## src/rtl/fifo_uart_pkg.sv

```systemverilog
// Shared definitions for the FIFO-fed UART transmitter.
// Holds the FSM state encoding, the default bit period and the 8N1 frame
// constants, plus a helper that sizes the bit timer counter.
package fifo_uart_pkg;

  // 50 MHz system clock, 115200 baud.
  localparam int unsigned DEFAULT_CLKS_PER_BIT = 434;

  // 8N1 frame layout.
  localparam int unsigned DATA_BITS  = 8;
  localparam int unsigned START_BITS = 1;
  localparam int unsigned STOP_BITS  = 1;
  localparam int unsigned FRAME_BITS = START_BITS + DATA_BITS + STOP_BITS;

  // Index over the data bits of one frame.
  localparam int unsigned BIT_IDX_W = 3;

  typedef enum logic [2:0] {
    ST_IDLE  = 3'd0,
    ST_POP   = 3'd1,
    ST_LATCH = 3'd2,
    ST_START = 3'd3,
    ST_DATA  = 3'd4,
    ST_STOP  = 3'd5
  } state_t;

  // Counter width able to hold 0 .. clks-1, never narrower than one bit.
  function automatic int unsigned timer_width(input int unsigned clks);
    int unsigned w;
    w = $clog2(clks);
    return (w < 1) ? 1 : w;
  endfunction

endpackage

```

## src/rtl/uart_bit_timer.sv

```systemverilog
// Bit-period timer for the UART transmitter.
// Counts 0 .. CLKS_PER_BIT-1 and pulses tick on the terminal count, then
// wraps to 0 so consecutive bits follow without a gap.
// Ports:
//   clk    system clock
//   rst    asynchronous active-high reset
//   clear  hold the counter at 0 (used while no bit is on the line)
//   tick   high during the last cycle of each bit period
module uart_bit_timer
  import fifo_uart_pkg::*;
#(
  parameter int unsigned CLKS_PER_BIT = DEFAULT_CLKS_PER_BIT
) (
  input  logic clk,
  input  logic rst,
  input  logic clear,
  output logic tick
);

  localparam int unsigned TMR_W = timer_width(CLKS_PER_BIT);
  localparam logic [TMR_W-1:0] TERMINAL = TMR_W'(CLKS_PER_BIT - 1);

  logic [TMR_W-1:0] count;

  // Free-running bit counter, restarted by clear or at terminal count.
  always_ff @(posedge clk or posedge rst) begin
    if (rst) begin
      count <= '0;
    end else if (clear || tick) begin
      count <= '0;
    end else begin
      count <= count + TMR_W'(1);
    end
  end

  assign tick = (count == TERMINAL);

endmodule

```

## src/rtl/fifo_uart_tx.sv

```systemverilog
// FIFO-draining 8N1 UART transmitter.
// Pops one byte from the upstream FIFO whenever it is non-empty and the
// line is idle, then shifts it out LSB first framed by a start and a stop
// bit. Reports busy, a per-frame completion pulse and a wrapping count of
// completed frames.
// Ports:
//   clk          system clock
//   rst          asynchronous active-high reset
//   fifo_empty   FIFO empty flag
//   fifo_data    FIFO read data, valid the cycle after fifo_rd_en
//   fifo_rd_en   FIFO read strobe, one pulse per byte
//   tx           serial line, idle high, registered
//   busy         high whenever the FSM is not idle
//   frame_done   pulse in the last cycle of each stop bit
//   frames_sent  completed frame count, wraps modulo 2**CNT_W
module fifo_uart_tx
  import fifo_uart_pkg::*;
#(
  parameter int unsigned CLKS_PER_BIT = DEFAULT_CLKS_PER_BIT,
  parameter int unsigned CNT_W        = 16
) (
  input  logic             clk,
  input  logic             rst,
  input  logic             fifo_empty,
  input  logic [7:0]       fifo_data,
  output logic             fifo_rd_en,
  output logic             tx,
  output logic             busy,
  output logic             frame_done,
  output logic [CNT_W-1:0] frames_sent
);

  localparam logic [BIT_IDX_W-1:0] LAST_BIT = BIT_IDX_W'(DATA_BITS - 1);

  state_t                 state;
  state_t                 state_next;
  logic [DATA_BITS-1:0]   shift;
  logic [DATA_BITS-1:0]   shift_next;
  logic [BIT_IDX_W-1:0]   bit_idx;
  logic [BIT_IDX_W-1:0]   bit_idx_next;
  logic                   tx_next;
  logic                   tick;
  logic                   timer_clear;

  // The timer only runs while a bit is on the line, so every START begins
  // from a clean count after LATCH.
  assign timer_clear = !(state inside {ST_START, ST_DATA, ST_STOP});

  uart_bit_timer #(
    .CLKS_PER_BIT(CLKS_PER_BIT)
  ) u_bit_timer (
    .clk  (clk),
    .rst  (rst),
    .clear(timer_clear),
    .tick (tick)
  );

  // State register.
  always_ff @(posedge clk or posedge rst) begin
    if (rst) begin
      state <= ST_IDLE;
    end else begin
      state <= state_next;
    end
  end

  // Next-state and datapath-next logic.
  always_comb begin
    state_next   = state;
    shift_next   = shift;
    bit_idx_next = bit_idx;
    case (state)
      ST_IDLE: begin
        if (!fifo_empty) begin
          state_next = ST_POP;
        end
      end
      // Empty was already seen low in IDLE; no re-check here.
      ST_POP: begin
        state_next = ST_LATCH;
      end
      ST_LATCH: begin
        shift_next   = fifo_data;
        bit_idx_next = '0;
        state_next   = ST_START;
      end
      ST_START: begin
        if (tick) begin
          bit_idx_next = '0;
          state_next   = ST_DATA;
        end
      end
      ST_DATA: begin
        if (tick) begin
          shift_next   = shift >> 1;
          bit_idx_next = bit_idx + BIT_IDX_W'(1);
          if (bit_idx == LAST_BIT) begin
            state_next = ST_STOP;
          end
        end
      end
      ST_STOP: begin
        if (tick) begin
          state_next = ST_IDLE;
        end
      end
      default: begin
        state_next = ST_IDLE;
      end
    endcase
  end

  // Output decode; tx is computed from the next state so the line changes
  // on the same edge the FSM enters a new bit.
  always_comb begin
    fifo_rd_en = 1'b0;
    busy       = 1'b1;
    frame_done = 1'b0;
    tx_next    = 1'b1;
    case (state)
      ST_IDLE: busy       = 1'b0;
      ST_POP:  fifo_rd_en = 1'b1;
      ST_STOP: frame_done = tick;
      default: ;
    endcase
    case (state_next)
      ST_START: tx_next = 1'b0;
      ST_DATA:  tx_next = shift_next[0];
      default:  tx_next = 1'b1;
    endcase
  end

  // Shift register, bit index, serial line and frame counter.
  always_ff @(posedge clk or posedge rst) begin
    if (rst) begin
      shift       <= '0;
      bit_idx     <= '0;
      tx          <= 1'b1;
      frames_sent <= '0;
    end else begin
      shift   <= shift_next;
      bit_idx <= bit_idx_next;
      tx      <= tx_next;
      if (frame_done) begin
        frames_sent <= frames_sent + CNT_W'(1);
      end
    end
  end

endmodule

```

## config.mk

```make
export PLATFORM = sky130hd
export DESIGN_NAME = fifo_uart_tx
export DESIGN_NICKNAME = d
export VERILOG_FILES = /design/src/rtl/fifo_uart_pkg.sv /design/src/rtl/uart_bit_timer.sv /design/src/rtl/fifo_uart_tx.sv
export SDC_FILE = /design/constraint.sdc
export NUM_CORES = 1
export LEC_CHECK = 0
export BUFFER_PORTS_ARGS = -buffer_cell sky130_fd_sc_hd__buf_2
export CAP_MARGIN = 20
export CORE_ASPECT_RATIO = 1.2
export CORE_MARGIN = 10
export CORE_UTILIZATION = 50
export DETAILED_ROUTE_END_ITERATION = 16
export PLACE_DENSITY = 0.72
export SETUP_SLACK_MARGIN = 0.05
export SYNTH_ARGS = -nofsm -noshare
export SYNTH_HDL_FRONTEND = slang
export SYNTH_SLANG_ARGS = --single-unit
```

## constraint.sdc

```tcl
create_clock -name clk -period 2.9 [get_ports clk]
set_input_delay 0.435 -clock clk [delete_from_list [all_inputs] [get_ports clk]]
set_output_delay 0.435 -clock clk [all_outputs]
set_load 0.02 [all_outputs]
```

==> flow_summary.ini, run 1 <==
[detailed_routing]
wl_mm = 3.98
num_vias = 1487
drt_iter0_drc = 140
routedWlPerCell_um = 14.7
firstDrtPassIters = 4
drc = 0
viasPerCell = 5.49
drt.antenna.violating_nets = 0

[logic_synthesis]
netlist_instances = 185
avgSynthCellArea_sq_um = 10.9
async_flop_share_pct = 100
yosys_warnings = 0
syn_area_sq_um = 2010
synth_edf_count = 0
ys_types = 38
yosys_register_bits = 40
ys.flop_type = dfrtp_1
ys_seq_area_share_pct = 49.9
synth_fp_nets = 201

[final_layout]
nets = 232
final_cell_mix = 39 x dfrtp_1, 30 x buf_2, 19 x nor2_1
final_common_cell = dfrtp_1
nFillCells = 349
area_growth_pct = 14.1
layout.cells.non_filler = 271
diodes = 0
drive_gt1_share_pct = 22.6

[sta]
tns_ns = 0
finalCritPeriodShare_pct = 90.3
worstMarginPinSlew_ns = 0.722
fmax_mhz = 382
finClkSkew_ns = 0.0106
hold_slack_ns = 0.249
slew_headroom_pct = 51.7
slew_violations = 0
rsz0062_at_grt = false
fin_crit_ns = 2.62
setup_violations = 0
finalHoldViolCount = 0

[floorplanning]
row_count = 25
die_h_um = 89.4
start_util_pct = 51.4
core-area_sq_um = 3910
dieArea_sq_um = 6970
io_pins = 31
die_w_um = 77.9

[grt]
grt_pass1_wl_mm = 7.04
antenna_found_initial = 0
grt_max_degree = 41
globalRouteOverflowTotal = 0
groute.usage.overall_pct = 12.5
grt_pass1_vias = 1535

[clock_network]
htree_levels = 2
cts_setup_buffers = 0
numCtsBuffers = 5
root_buffer = clkbuf_8
cts_hold_buf = 0
clock-sinks = 40
cts_resized = 0
clk_latency_ns = 0.29
cts_tree = built
clockBufferDepth = 2
clkSlewWorstSetupHoldPaths_ns = 0.08

[min_path]
min_path_type = input pin to asynchronous set/reset pin

[setup_path]
cp.required_ns = 2.47
r2r.worst_path.cells = 4
arrival_ns = 2.18
crit_type = flip-flop to output port
cp_slowest_stage_delay_ns = 0.76
end_kind = output port
cp-start-kind = flip-flop
crit_fanout = 6
critPathSlowestCell = or4b_1
path_cells = or4b_1 > nor3_4 > nand2_1 > inv_1 > buf_2

[place]
gp_congestion = 0.850
io_buffer_count = 30
dp_cells = 263
place_hpwl_mm = 2.95

[job]
max_cap_violations = 0

[pwr]
vdd_drop_max_v = 0.000321
power_density_nw_per_um2 = 416
p_leak_nw = 1.12
total_power_w = 0.000954

[run_status]
status = finished clean
routing by layer:
layer | up-vias | global-route usage, % | wire (um)
met3 | 4 | 4.23 | 206
met5 | - | 0 | 0
li1 | 730 | - | -
met4 | 0 | 5.48 | 29
met2 | 30 | 22.2 | 2130
met1 | 723 | 13.2 | 1620
registers in the layout (all words and copies together) (netlist names):
| signal | count |
|---|---|
| bit_idx | 3 |
| frames_sent | 16 |
| shift | 8 |
| state | 3 |
| tx | 1 |
| u_bit_timer.count | 9 |
worst max-delay path: cells and delay by family (launching register included):
kind | cells | cell delay, ns
buffers and inverters | 2 | 0.24
DFF | 1 | 0.44
and+or+nand+nor | 3 | 1.22
cells in the mapped netlist, types with 3 or more instances:
| cell | count | area share (%) |
|---|---|---|
| xnor2_1 | 18 | 7.8 |
| a21o_1 | 8 | 3.0 |
| dfrtp_1 | 39 | 49 |
| nand4_1 | 7 | 2.2 |
| xor2_1 | 4 | 1.7 |
| ha_1 | 5 | 3.1 |
| nand3_1 | 11 | 2.7 |
| a22o_1 | 7 | 3.1 |
| and4_1 | 4 | 1.7 |
| or3_1 | 3 | 0.93 |
| nor2_1 | 19 | 3.5 |
| inv_1 | 8 | 1.5 |
| nand2_1 | 9 | 1.7 |
| o21ai_0 | 4 | 1.0 |
| o211ai_1 | 3 | 1.1 |
| clkbuf_1 | 6 | 1.1 |
cells by family after synthesis:
| group | count (synthesis) | share of synthesized area (%) |
|---|---|---|
| buffers and inverters | 15 | 2.99 |
| XOR/XNOR | 22 | 9.59 |
| multiplexers | 2 | 1.12 |
| AND/OR/NAND/NOR | 68 | 20.7 |
| adder cells (fa/ha/maj) | 5 | 3.11 |
| AO/OA/AOI/OAI | 33 | 12.6 |
| flip-flops | 40 | 49.9 |
path summary, 6_finish.rpt:
kind                                       from              end  slack, ns
max                        u_bit_timer.count[2]       frame_done       0.28
min                                         rst  frames_sent[15]       0.25
max reg2reg                u_bit_timer.count[2]         shift[2]       0.71
min reg2reg                     frames_sent[15]  frames_sent[15]       0.47
max in group asynchronous                   rst   frames_sent[1]       2.29
min in group clk                   fifo_data[7]         shift[7]       0.35
cell type report:
class	count	area, sq um	share of cell area [%]
clock buffers	5	68.8	3.00
clock inverters	3	18.8	0.819
inverters	8	30.0	1.31
multi-input cells	130	947	41.3
flip-flops and latches	40	1000	43.7
well taps	54	67.6	2.95
repair buffers	31	158	6.88
power by group:
group / switching (W) / internal [W]
logic: 0.0000141 / 0.00000920
registers: 0.00000341 / 0.000563
clock network: 0.000196 / 0.000168
metrics by stage:
step	util (%)	cell area [sq um]	setup slack (ns)
2_1_floorplan	-	2010	0.835
3_5_place_dp	56.4	2200	0.580
3_3_place_gp	56.4	2200	0.613
4_1_cts	58.6	2290	0.260
6_report	58.6	2290	0.281
5_1_grt	58.6	2290	0.122
No activity file was read; power rests on OpenSTA's default activity.
==> run 2: changes to the inputs <==
--- a/constraint.sdc
+++ b/constraint.sdc
@@ -3,2 +3,2 @@
 set_output_delay 0.435 -clock clk [all_outputs]
-set_load 0.02 [all_outputs]
+set_load 0.05 [all_outputs]
==> flow_summary.ini, run 2 (synthesized netlist as in run 1, its figures left out) <==
[floorplanning]
core-area_sq_um = 3910
dieArea_sq_um = 6970
die_h_um = 89.4
die_w_um = 77.9
start_util_pct = 51.4
row_count = 25
io_pins = 31

[detailed_routing]
drt.antenna.violating_nets = 0
viasPerCell = 5.37
wl_mm = 4.13
drc = 0
firstDrtPassIters = 4
num_vias = 1461
drt_iter0_drc = 46
routedWlPerCell_um = 15.2

[clock_network]
htree_levels = 2
clockBufferDepth = 2
numCtsBuffers = 5
clk_latency_ns = 0.29
cts_resized = 0
cts_hold_buf = 0
cts_tree = built
root_buffer = clkbuf_8
clock-sinks = 40
cts_setup_buffers = 0
clkSlewWorstSetupHoldPaths_ns = 0.08

[final_layout]
nFillCells = 342
ff_latch_area_sq_um = 1000
multi_input_area_sq_um = 951
reg.largest.list = frames_sent (16), u_bit_timer.count (9), shift (8)
diodes = 0
regMostFlops = frames_sent
nets = 233
final_common_cell = dfrtp_1
final_cell_mix = 39 x dfrtp_1, 30 x buf_2, 19 x nor2_1
drive_gt1_share_pct = 23.4
largest_reg_flops = 16
layout.cells.non_filler = 272
area_growth_pct = 16.6

[grt]
grt_max_degree = 41
grt_pass1_vias = 1513
groute.usage.overall_pct = 12.5
grt_pass1_wl_mm = 6.99
globalRouteOverflowTotal = 0
antenna_found_initial = 0

[sta]
finClkSkew_ns = 0.00605
tns_ns = 0
setup_violations = 0
rsz0062_at_grt = false
finalHoldViolCount = 0
slew_violations = 0
worstMarginPinSlew_ns = 0.709
hold_slack_ns = 0.258
finalCritPeriodShare_pct = 88.8
fmax_mhz = 388
layout_setup_ws_ns = 0.325
slew_headroom_pct = 52.5
fin_crit_ns = 2.57

[place]
dp_slack_ns = 0.469
gp_congestion = 0.834
io_buffer_count = 30
dp_cells = 264
place_hpwl_mm = 3.01

[pwr]
vdd_drop_max_v = 0.000264
p_leak_nw = 1.14
power_density_nw_per_um2 = 461

[setup_path]
end_kind = output port
cp-start-kind = flip-flop
arrival_ns = 2.14
cp.required_ns = 2.47
crit_fanout = 6
crit_type = flip-flop to output port

[run_status]
status = finished clean

[min_path]
min_path_type = input pin to asynchronous set/reset pin

[job]
max_cap_violations = 0
-- run 2: changes by cell type in the layout (fill, tap and decap cells not counted), sizes merged --
cell    before  now
clkbuf       5    7
buf         31   32
clkinv       3    0
bufinv       0    1
-- run 2: final timing paths --
check / start / endpoint / slack (ns) / depth (start not counted)
max: u_bit_timer.count[2] / frame_done / 0.33 / 5
min: rst / shift[7] / 0.26 / 3
max reg2reg: state[1] / shift[5] / 0.78 / 4
min reg2reg: frames_sent[15] / frames_sent[15] / 0.47 / 1
max in group asynchronous: rst / u_bit_timer.count[2] / 2.29 / 3
min in group clk: fifo_data[7] / shift[7] / 0.35 / 3
-- run 2: worst max-delay path, cell delays in order, from the launching register on --
cell,delay [ns]
dfrtp_1,0.45
or4b_4,0.65
nor3_4,0.28
nand2_1,0.14
inv_1,0.07
buf_2,0.25
-- run 2: cell type report --
| type | instances | area share (%) |
|---|---|---|
| Clock buffer | 7 | 4.11 |
| Timing Repair Buffer | 32 | 7.05 |
| Sequential cell | 40 | 42.8 |
| Clock inverter | 1 | 1.28 |
| Multi-Input combinational cell | 130 | 40.6 |
| Inverter | 8 | 1.28 |
| Tap cell | 54 | 2.88 |
-- run 2: metal layers --
layer,GRT usage (%),part of all wire [%],vias to the layer above
met2,23.1,53,17
met4,5.32,1.0,0
met1,12.6,41,712
met5,0,0,-
met3,4.12,4.1,5
li1,-,-,727
-- run 2: per-stage QoR --
stage | total power, W | utilization, % | instance area (sq um)
floorplan | 0.000589 | - | 2010
global placement | 0.000602 | 56.6 | 2210
detailed placement | 0.000602 | 56.6 | 2210
CTS | 0.00109 | 59.8 | 2340
global route | 0.00112 | 59.9 | 2340
finish | 0.00108 | 59.9 | 2340
-- run 2: power breakdown --
part	switching [W]	total [W]	internal (W)
combinational	0.0000141	0.0000233	0.00000921
sequential	0.00000358	0.000567	0.000563
clock	0.000186	0.000489	0.000304
